$ cat src/rtl/kairo_jtag_pkg.sv
// Shared constants and types for the Kairo JTAG TAP controller.
//   IR_LEN      : instruction register width
//   IR_*        : instruction opcodes and the fixed IR capture pattern
//   tap_state_t : 16-state TAP FSM using the IEEE 1149.1 state encoding
package kairo_jtag_pkg;

  localparam int unsigned IR_LEN = 5;

  localparam logic [IR_LEN-1:0] IR_IDCODE  = 5'h01;
  localparam logic [IR_LEN-1:0] IR_USER    = 5'h10;
  localparam logic [IR_LEN-1:0] IR_BYPASS  = 5'h1F;
  localparam logic [IR_LEN-1:0] IR_CAPTURE = 5'b00001;

  typedef enum logic [3:0] {
    TAP_EX2_DR   = 4'h0,
    TAP_EX1_DR   = 4'h1,
    TAP_SH_DR    = 4'h2,
    TAP_PAUSE_DR = 4'h3,
    TAP_SEL_IR   = 4'h4,
    TAP_UPD_DR   = 4'h5,
    TAP_CAP_DR   = 4'h6,
    TAP_SEL_DR   = 4'h7,
    TAP_EX2_IR   = 4'h8,
    TAP_EX1_IR   = 4'h9,
    TAP_SH_IR    = 4'hA,
    TAP_PAUSE_IR = 4'hB,
    TAP_RTI      = 4'hC,
    TAP_UPD_IR   = 4'hD,
    TAP_CAP_IR   = 4'hE,
    TAP_TLR      = 4'hF
  } tap_state_t;

endpackage

$ cat src/rtl/kairo_sync2.sv
// Two-flop synchronizer for a single asynchronous input into the CLK domain.
//   CLK   : destination clock
//   RST_N : synchronous active-low reset; both flops load RST_VAL
//   D     : asynchronous input
//   Q     : synchronized output
import kairo_jtag_pkg::*;

module kairo_sync2 #(
  parameter logic RST_VAL = 1'b0
) (
  input  logic CLK,
  input  logic RST_N,
  input  logic D,
  output logic Q
);

  logic meta;

  always_ff @(posedge CLK) begin
    if (!RST_N) begin
      meta <= RST_VAL;
      Q    <= RST_VAL;
    end else begin
      meta <= D;
      Q    <= meta;
    end
  end

endmodule

$ cat src/rtl/kairo_jtag_tap.sv
// JTAG TAP controller with IDCODE, USER and BYPASS instructions. TCK is
// oversampled in the CLK domain; all state lives on CLK.
//   CLK, RST_N        : system clock, synchronous active-low reset
//   TRST_N            : asynchronous JTAG test reset (active-low)
//   TCK, TMS, TDI     : JTAG inputs (synchronized internally)
//   TDO, TDO_OE       : JTAG serial output and its drive enable
//   USER_CAPTURE      : parallel value captured into the DR under USER
//   USER_UPDATE       : DR value written at Update-DR under USER
//   USER_UPDATE_VALID : one-CLK strobe accompanying USER_UPDATE writes
//   TAP_STATE         : current TAP state (IEEE 1149.1 encoding)
import kairo_jtag_pkg::*;

module kairo_jtag_tap #(
  parameter logic [31:0] IDCODE = 32'h1000_0001
) (
  input  logic        CLK,
  input  logic        RST_N,
  input  logic        TRST_N,
  input  logic        TCK,
  input  logic        TMS,
  input  logic        TDI,
  output logic        TDO,
  output logic        TDO_OE,
  input  logic [31:0] USER_CAPTURE,
  output logic [31:0] USER_UPDATE,
  output logic        USER_UPDATE_VALID,
  output logic [3:0]  TAP_STATE
);

  logic tck_s, tms_s, tdi_s, trst_n_s;
  logic tck_d;
  logic tck_rise, tck_fall;

  tap_state_t state, state_nxt;

  logic [IR_LEN-1:0] ir, ir_sr;
  logic [31:0]       dr_sr;
  logic              sel_idcode, sel_user;

  kairo_sync2 #(.RST_VAL(1'b0)) u_sync_tck  (.CLK(CLK), .RST_N(RST_N), .D(TCK),    .Q(tck_s));
  kairo_sync2 #(.RST_VAL(1'b1)) u_sync_tms  (.CLK(CLK), .RST_N(RST_N), .D(TMS),    .Q(tms_s));
  kairo_sync2 #(.RST_VAL(1'b0)) u_sync_tdi  (.CLK(CLK), .RST_N(RST_N), .D(TDI),    .Q(tdi_s));
  kairo_sync2 #(.RST_VAL(1'b1)) u_sync_trst (.CLK(CLK), .RST_N(RST_N), .D(TRST_N), .Q(trst_n_s));

  // tck_d resets low alongside the TCK synchronizer, so no edge can be seen
  // until after RST_N releases.
  always_ff @(posedge CLK) begin
    if (!RST_N) tck_d <= 1'b0;
    else        tck_d <= tck_s;
  end

  assign tck_rise = tck_s & ~tck_d;
  assign tck_fall = ~tck_s & tck_d;

  always_ff @(posedge CLK) begin
    if (!RST_N) state <= TAP_TLR;
    else        state <= state_nxt;
  end

  always_comb begin
    state_nxt = state;
    if (!trst_n_s) begin
      state_nxt = TAP_TLR;
    end else if (tck_rise) begin
      case (state)
        TAP_TLR:      state_nxt = tms_s ? TAP_TLR    : TAP_RTI;
        TAP_RTI:      state_nxt = tms_s ? TAP_SEL_DR : TAP_RTI;
        TAP_SEL_DR:   state_nxt = tms_s ? TAP_SEL_IR : TAP_CAP_DR;
        TAP_CAP_DR:   state_nxt = tms_s ? TAP_EX1_DR : TAP_SH_DR;
        TAP_SH_DR:    state_nxt = tms_s ? TAP_EX1_DR : TAP_SH_DR;
        TAP_EX1_DR:   state_nxt = tms_s ? TAP_UPD_DR : TAP_PAUSE_DR;
        TAP_PAUSE_DR: state_nxt = tms_s ? TAP_EX2_DR : TAP_PAUSE_DR;
        TAP_EX2_DR:   state_nxt = tms_s ? TAP_UPD_DR : TAP_SH_DR;
        TAP_UPD_DR:   state_nxt = tms_s ? TAP_SEL_DR : TAP_RTI;
        TAP_SEL_IR:   state_nxt = tms_s ? TAP_TLR    : TAP_CAP_IR;
        TAP_CAP_IR:   state_nxt = tms_s ? TAP_EX1_IR : TAP_SH_IR;
        TAP_SH_IR:    state_nxt = tms_s ? TAP_EX1_IR : TAP_SH_IR;
        TAP_EX1_IR:   state_nxt = tms_s ? TAP_UPD_IR : TAP_PAUSE_IR;
        TAP_PAUSE_IR: state_nxt = tms_s ? TAP_EX2_IR : TAP_PAUSE_IR;
        TAP_EX2_IR:   state_nxt = tms_s ? TAP_UPD_IR : TAP_SH_IR;
        TAP_UPD_IR:   state_nxt = tms_s ? TAP_SEL_DR : TAP_RTI;
        default:      state_nxt = TAP_TLR;
      endcase
    end
  end

  // Unrecognised opcodes fall through to BYPASS (neither select set).
  always_comb begin
    sel_idcode = 1'b0;
    sel_user   = 1'b0;
    case (ir)
      IR_IDCODE: sel_idcode = 1'b1;
      IR_USER:   sel_user   = 1'b1;
      IR_BYPASS: ;
      default:   ;
    endcase
  end

  always_ff @(posedge CLK) begin
    if (!RST_N) begin
      ir                <= IR_IDCODE;
      ir_sr             <= '0;
      dr_sr             <= '0;
      TDO               <= 1'b0;
      TDO_OE            <= 1'b0;
      USER_UPDATE       <= '0;
      USER_UPDATE_VALID <= 1'b0;
    end else begin
      USER_UPDATE_VALID <= 1'b0;
      if (!trst_n_s) begin
        // Test reset wins over any TCK edge detected in the same cycle.
        ir     <= IR_IDCODE;
        TDO    <= 1'b0;
        TDO_OE <= 1'b0;
      end else begin
        if (tck_rise) begin
          case (state)
            TAP_CAP_IR: ir_sr <= IR_CAPTURE;
            TAP_SH_IR:  ir_sr <= {tdi_s, ir_sr[IR_LEN-1:1]};
            TAP_UPD_IR: ir    <= ir_sr;
            TAP_CAP_DR: begin
              if (sel_idcode)    dr_sr <= IDCODE;
              else if (sel_user) dr_sr <= USER_CAPTURE;
              else               dr_sr <= '0;
            end
            TAP_SH_DR: begin
              // BYPASS is a 1-bit register living in dr_sr[0].
              if (sel_idcode || sel_user) dr_sr    <= {tdi_s, dr_sr[31:1]};
              else                        dr_sr[0] <= tdi_s;
            end
            TAP_UPD_DR: begin
              if (sel_user) begin
                USER_UPDATE       <= dr_sr;
                USER_UPDATE_VALID <= 1'b1;
              end
            end
            default: ;
          endcase
          if (state_nxt == TAP_TLR) ir <= IR_IDCODE;
        end
        if (tck_fall) begin
          case (state)
            TAP_SH_IR: begin
              TDO    <= ir_sr[0];
              TDO_OE <= 1'b1;
            end
            TAP_SH_DR: begin
              TDO    <= dr_sr[0];
              TDO_OE <= 1'b1;
            end
            default: begin
              TDO    <= 1'b0;
              TDO_OE <= 1'b0;
            end
          endcase
        end
      end
    end
  end

  assign TAP_STATE = state;

endmodule

$ cat config.mk
export PLATFORM = sky130hd
export DESIGN_NAME = kairo_jtag_tap
export DESIGN_NICKNAME = d
export VERILOG_FILES = /design/src/rtl/kairo_jtag_pkg.sv /design/src/rtl/kairo_sync2.sv /design/src/rtl/kairo_jtag_tap.sv
export SDC_FILE = /design/constraint.sdc
export NUM_CORES = 1
export LEC_CHECK = 0
export CAP_MARGIN = 30
export CORE_MARGIN = 2
export CORE_UTILIZATION = 47
export DETAILED_ROUTE_END_ITERATION = 8
export PLACE_DENSITY = 0.82
export SLEW_MARGIN = 20
export SYNTH_ARGS = -nofsm -noshare
export SYNTH_HDL_FRONTEND = slang
export SYNTH_HIERARCHICAL = 1
export SYNTH_SLANG_ARGS = --single-unit
export TNS_END_PERCENT = 1
$ cat constraint.sdc
create_clock -name CLK -period 1.79 [get_ports CLK]
set_clock_uncertainty 0.15 [all_clocks]
set_input_delay 0.537 -clock CLK [delete_from_list [all_inputs] [get_ports CLK]]
set_output_delay 0.537 -clock CLK [all_outputs]
set_load 0.02 [all_outputs]
==> results of run 1 <==
logic make-up after synthesis:
kind of cell,after synthesis,share of synthesized area
buffers and inverters,49,0.0620
AOI/OAI and AO/OA,190,0.340
and+or+nand+nor,95,0.135
muxes,3,0.00787
DFF,90,0.453
xor gates and xnor gates,1,0.00220
layer usage:
layer	up-vias	share of wire
met2	120	0.48
met3	18	0.061
met5	-	0
li1	1789	-
met1	1708	0.44
met4	0	0.022
report_power, final:
part	internal [W]	switching (W)	leakage [nW]
registers	0.00201	0.00000516	0.725
clock network	0.000614	0.000699	0.0944
logic	0.000107	0.0000744	1.23
total	0.00273	0.000779	2.05
registers in the layout, indices dropped and copies added, names as in the netlist:
register	cells
dr_sr	32
tck_d	1
TDO_OE	1
TAP_STATE	4
ir	5
u_sync_trst/Q	1
u_sync_trst/meta	1
ir_sr	5
u_sync_tck/Q	1
u_sync_tdi/meta	1
u_sync_tms/meta	1
USER_UPDATE	32
USER_UPDATE_VALID	1
u_sync_tms/Q	1
TDO	1
u_sync_tdi/Q	1
u_sync_tck/meta	1
through the flow:
stage	TNS, ns	hold slack (ns)	utilization	area (sq um)	worst slack, ns
after detailed placement	-14.98	0.242	0.614	5040	-0.342
after CTS	-3.05	0.262	0.635	5220	-0.111
after floorplan	-2.67	0.236	-	3990	-0.0805
final	-2.67	0.262	0.638	5240	-0.112
after global placement	-20.43	0.242	0.613	5030	-0.464
after global routing	-4.78	0.287	0.638	5240	-0.175
cell usage in the layout, fill, tap and decap left out, drive strengths merged, types with 9 or more instances in the layout:
| master | Yosys | routed |
|---|---|---|
| dfxtp | 90 | 90 |
| buf | 13 | 48 |
| a21oi | 40 | 40 |
| o21ai | 40 | 40 |
| clkdlybuf4s50 | 0 | 37 |
| a22o | 34 | 34 |
| nand3 | 34 | 34 |
| o21bai | 31 | 31 |
| o311a | 31 | 31 |
| dlygate4sd2 | 0 | 30 |
| clkbuf | 32 | 13 |
| nand2 | 12 | 12 |
| nor2 | 10 | 10 |
| nand2b | 9 | 9 |
worst paths after layout:
path | start | endpoint | slack, ns | cells past startpoint
min | u_sync_trst/meta$_SDFF_PN1_ | u_sync_trst/Q$_SDFF_PN1_ | 0.26 | 1
max reg2reg | ir[3]$_SDFFE_PN0P_ | USER_UPDATE[31]$_SDFFE_PN0P_ | -0.11 | 6
max | ir[3]$_SDFFE_PN0P_ | USER_UPDATE[31]$_SDFFE_PN0P_ | -0.11 | 6
min reg2reg | u_sync_trst/meta$_SDFF_PN1_ | u_sync_trst/Q$_SDFF_PN1_ | 0.26 | 1
cell type report:
type,instances,area [sq um]
clock buffers,12,165
clock inverters,4,25.0
fillers,696,2980
inverters,4,15.0
multi-input cells,289,1970
flip-flops and latches,90,1810
well taps,105,131
repair buffers,121,1120
worst max-delay path, cell delays in order (launching register included):
cell and delay [ns]:
dfxtp_1 0.32, or3_4 0.41, buf_6 0.14, or3_4 0.38, buf_4 0.17, o21ai_0 0.14
a21oi_1 0.08
repair_timing:
action,4_1_cts,5_1_grt
buffers inserted,2,0
pin swaps,4,10
resized for setup,83,15
setup endpoints to repair,108,77
==> impl_metrics.tcl, run 1 <==
set metrics [dict create \
    fin_ws_ns -0.112 \
    dr.pass1.iters 5 \
    required_ns 1.89 \
    syn_nets 466 \
    drtIter0Drc 156 \
    grt_pass1_wl_microns 16300 \
    peakVddDrop_mv 0.593 \
    total_power_w 0.00351 \
    synthArstFlopShare 0 \
    violations "negative setup slack" \
    cp.arrival_ns 2.00 \
    powerDensity_nw_per_um2 669 \
    initial_utilization 0.484 \
    slew_viol_final 0 \
    yosysTopAreaCell "dfxtp_1" \
    top_usage_layer "met2" \
    worstSetupPathType "reg -> reg" \
    cts_max_level 3 \
    yosysMostFrequentCell "dfxtp_1" \
    yosysWarnings 6 \
    stdcell_count 625 \
    cts_hold_buf 0 \
    start_kind "flop" \
    path_clk_slew_ns 0.08 \
    use_met3 0.0486 \
    avgViaCountPerCell 5.82 \
    globalplace.congestion 0.849 \
    grt_pass1_vias 3383 \
    cts.sinks 90 \
    synth_cells 428 \
    hp-class "reg -> reg" \
    slew_headroom 0.778 \
    period_needed_ns 1.90 \
    rsz0062_at_grt "yes" \
    synth_top_area_share 0.453 \
    cts_tree "yes" \
    clk-insertion-delay-late_ns 0.36 \
    die_h_microns 96.0 \
    cts_root_buf "clkbuf_8" \
    worst-path-max-fanout 6 \
    drc 0 \
    yosysSeqAreaShare 0.453 \
    dp_hpwl_microns 6770 \
    ant_nets 0 \
    yosys.cell_types.count 44 \
    timing.fmax_mhz 526 \
    post_synth_instance_area_sq_um 3980 \
    synth_commonest_cells "90 x dfxtp_1, 40 x a21oi_1, 39 x o21ai_0, 34 x a22o_1, 34 x nand3_1" \
    gr-total-overflow 0 \
    maxCapViolations 0 \
    synthTopCellsByArea "dfxtp_1 45%, o311a_1 7.8%, a22o_1 7.5%" \
    layout.nets 553 \
    grt_use_met2 0.370 \
    tightest_slew_ns 0.332 \
    synth_edf_count 0 \
    wl_microns 10100 \
    grtUsageTotal 0.228 \
    layout-drive-gt1-share 0.163 \
    chipWidth_microns 96.0 \
    wl_per_cell_microns 16.1 \
    status "finished with violations" \
    hold_violations 0 \
    io_pins 77 \
    synth-seq-cells 90 \
    io_buffers 76 \
    grt_antenna_before_repair 0 \
    rows 33 \
    coreArea_sq_um 8220 \
    p_leak_nw 2.05 \
    dieArea_sq_um 9210 \
    synthToLayoutAreaGrowth_pct 31.8 \
    grt_max_degree 63 \
    synth_top_flop_cell "dfxtp_1" \
    cp-end-kind "flop" \
    diodes 0 \
    vias 3635 \
    met1_usage 0.294 \
    syn_area_per_cell_sq_um 9.29 \
    setup_viol 34 \
    fin_crit_sh 1.06 \
    clock_path_buffers 2 \
    placedCellCount 607 \
    cts_inserted_buffers 9 \
]
(Power assumes the default switching activity.)
==> run 2, diff against run 1 <==
- ABC_AREA: default -> 1
- CORE_UTILIZATION: 47 -> 46
==> run 2 against run 1 <==
Highest routed layer unchanged. Non-clock buffer count fell by 17. Utilization rose by 1.0 points. Maximum frequency is 4.3% higher. Via count up 3.8%. The flow still finishes with violations (negative setup slack). Sequential power about the same. Critical endpoint is now ir[3]$_SDFFE_PN0P_. Worst setup slack improved by 0.078 ns. Global-route usage fell by 0.69 points.
==> impl_metrics.tcl, run 2 <==
set metrics [dict create \
    startpoint "u_sync_tck/Q$_SDFF_PN0_" \
    wl_microns 9930 \
    fin_ws_ns -0.0331 \
    synth_commonest_cells "141 x nand2_1, 90 x dfxtp_1, 51 x nand3_1, 44 x a21oi_1" \
    synth_cells 501 \
    path_common_cell "nor2_4" \
    worstSetupPathType "reg -> reg" \
    grt_max_degree 34 \
    crit_chain "inv_2 -> nor2_4 -> buf_12 -> nand2_4 -> nor2_4 -> nor2_4 -> nor2_4 -> nand3_4 -> nand3_4 -> nand3_2 -> nand2_1 -> nor2_1" \
    hold_violations 0 \
    setup_viol 5 \
    synth_top_flop_cell "dfxtp_1" \
    cp-end-kind "flop" \
    slew_headroom 0.791 \
    postPlaceCellArea_sq_um 4710 \
    yosysWarnings 6 \
    synthArstFlopShare 0 \
    synthTopCellsByArea "dfxtp_1 48%, nand2_1 14%, nand3_1 6.8%" \
    status "finished with violations" \
    yosysTopAreaCell "dfxtp_1" \
    period_needed_ns 1.82 \
    p_comb_frac 0.087 \
    peakVddDrop_mv 0.446 \
    rsz0062_at_grt "yes" \
    globalplace.congestion 0.869 \
    coreArea_sq_um 7810 \
    reg.largest.list "USER_UPDATE: 32 flops, dr_sr: 32 flops" \
    crit_end "ir[3]$_SDFFE_PN0P_" \
    yosysMostFrequentCell "nand2_1" \
    cp.arrival_ns 1.93 \
    grtUsageTotal 0.221 \
    r2r-start "u_sync_tck/Q$_SDFF_PN0_" \
    drtIter0Drc 292 \
    avgViaCountPerCell 5.47 \
    p_leak_nw 2.00 \
    dieArea_sq_um 8880 \
    syn_nets 539 \
    synth_edf_count 0 \
    gr-total-overflow 0 \
    start_kind "flop" \
    final_cell_mix "136 x nand2_1, 86 x dfxtp_1, 45 x nand3_1, 41 x a21oi_1, 37 x clkdlybuf4s50_1" \
    cts_root_buf "clkbuf_8" \
    seqPwrFrac 0.552 \
    cts_max_level 3 \
    p_int_w 0.00281 \
    required_ns 1.89 \
    slowest_delay_ns 0.34 \
    post_synth_instance_area_sq_um 3740 \
    grt_antenna_before_repair 0 \
    synthToLayoutAreaGrowth_pct 35.1 \
    yosys.cell_types.count 31 \
    slew_viol_final 0 \
    synth_top_area_share 0.481 \
    cts.sinks 90 \
    clk-insertion-delay-late_ns 0.35 \
    syn_area_per_cell_sq_um 7.47 \
    io_pins 77 \
    r2r-end "ir[3]$_SDFFE_PN0P_" \
    wl_per_cell_microns 14.4 \
    drc 0 \
    fin_crit_sh 1.02 \
    ant_nets 0 \
    grt_pass1_vias 3414 \
    post-place-ws_ns -0.0523 \
    path_clk_slew_ns 0.08 \
    synth-seq-cells 90 \
    cts_hold_buf 0 \
    chipWidth_microns 94.2 \
    violations "negative setup slack" \
    ff2ff_path_depth 12 \
    maxCapViolations 0 \
    die_h_microns 94.2 \
    diodes 0 \
    timing.fmax_mhz 549 \
    clkPwrFrac 0.361 \
    dr.pass1.iters 5 \
    cts_tree "yes" \
    yosysSeqAreaShare 0.481 \
    rows 32 \
    powerDensity_nw_per_um2 728 \
    cts_inserted_buffers 9 \
    grt_pass1_wl_microns 15700 \
    worst-path-max-fanout 7 \
    clock_path_buffers 2 \
    layout.nets 622 \
    fillers 664 \
    hp-class "reg -> reg" \
    vias 3772 \
    fin_area_sq_um 5060 \
    tightest_slew_ns 0.313 \
    io_buffers 76 \
    rrSetupSlack_ns -0.03 \
    layout-drive-gt1-share 0.158 \
    mostFrequentLayoutCell "nand2_1" \
    dp_hpwl_microns 6550 \
    p_sw_frac 0.238 \
    slowest_stage "dfxtp_2" \
    p_sw_w 0.000876 \
    initial_utilization 0.480 \
]
[run 2: cell count changes after synthesis, sizes merged, moves of 5 or more]
cell	before	now
o21bai	31	0
a22oi	5	0
o311a	31	0
nand2	12	143
nor2	10	31
o21ai	40	34
a31oi	1	31
a22o	34	0
a21oi	40	45
inv	4	29
and2	6	0
clkbuf	32	17
nand2b	9	0
nand3	34	53
[run 2: worst max-delay path: cells and delay by family, from the launching register on]
kind	cells	cell delay, ns
simple gates	10	1.04
flops	1	0.34
buf+inv	2	0.19
[run 2: final cells by class]
class	instances	area, sq um	share of cell area
Clock buffer	10	128	0.0252
Clock inverter	5	56.3	0.0111
Inverter	31	121	0.0240
Multi-Input combinational cell	348	1790	0.353
Sequential cell	90	1810	0.357
Tap cell	102	128	0.0252
Timing Repair Buffer	104	1030	0.205
[run 2: how the worst min path moves through the flow]
| stage | end | from | cells past startpoint |
|---|---|---|---|
| 2_1_floorplan | u_sync_tms/Q$_SDFF_PN1_ | u_sync_tms/meta$_SDFF_PN1_ | 2 |
| 3_3_place_gp | u_sync_tms/Q$_SDFF_PN1_ | u_sync_tms/meta$_SDFF_PN1_ | 2 |
| 3_5_place_dp | u_sync_tms/Q$_SDFF_PN1_ | u_sync_tms/meta$_SDFF_PN1_ | 2 |
| 4_1_cts | u_sync_tms/Q$_SDFF_PN1_ | u_sync_tms/meta$_SDFF_PN1_ | 2 |
| 5_1_grt | u_sync_trst/Q$_SDFF_PN1_ | u_sync_trst/meta$_SDFF_PN1_ | 2 |
| 6_report | u_sync_tck/Q$_SDFF_PN0_ | u_sync_tck/meta$_SDFF_PN0_ | 2 |
[run 2: kinds of logic (layout without fill, tap and decap cells)]
family                 count (synthesis)  count (layout)  synth area share
AND/OR/NAND/NOR                      234             235             0.273
buffers and inverters                 64             150            0.0775
AO/OA/AOI/OAI                        113             113             0.168
flip-flops                            90              90             0.481
[run 2: power by group through the flow]
stage | combinational (W) | sequential (W) | clock [W]
global route | 0.000344 | 0.00203 | 0.00142
CTS | 0.000270 | 0.00203 | 0.00133
detailed placement | 0.000269 | 0.00208 | 0
global placement | 0.000266 | 0.00208 | 0
floorplan | 0.000125 | 0.00208 | 0
finish | 0.000322 | 0.00203 | 0.00133
[run 2: what timing repair did]
| item | 4_1_cts | 5_1_grt |
|---|---|---|
| cloned | 0 | 3 |
| endpoints found under the setup margin | 53 | 74 |
| pin swaps | 0 | 13 |
| gates resized for setup | 45 | 40 |
| setup buffers | 0 | 1 |
[run 2: metal layers]
metal,vias up,part of all wire,global-route usage
met5,-,0,0
met4,0,0.014,0.0688
met3,17,0.067,0.0506
met2,148,0.48,0.360
met1,1772,0.43,0.291
li1,1835,-,-
[run 2: through the flow]
step                       util  hold WS (ns)  power (W)  instances  setup TNS, ns
after floorplan               -         0.230    0.00220        501              0
after global placement    0.604         0.232    0.00234        671       -0.00391
after detailed placement  0.604         0.243    0.00235        671         -0.400
after CTS                 0.622         0.263    0.00363        686              0
after global routing      0.648         0.287    0.00380        690          -3.10
final                     0.648         0.255    0.00368        690        -0.0883
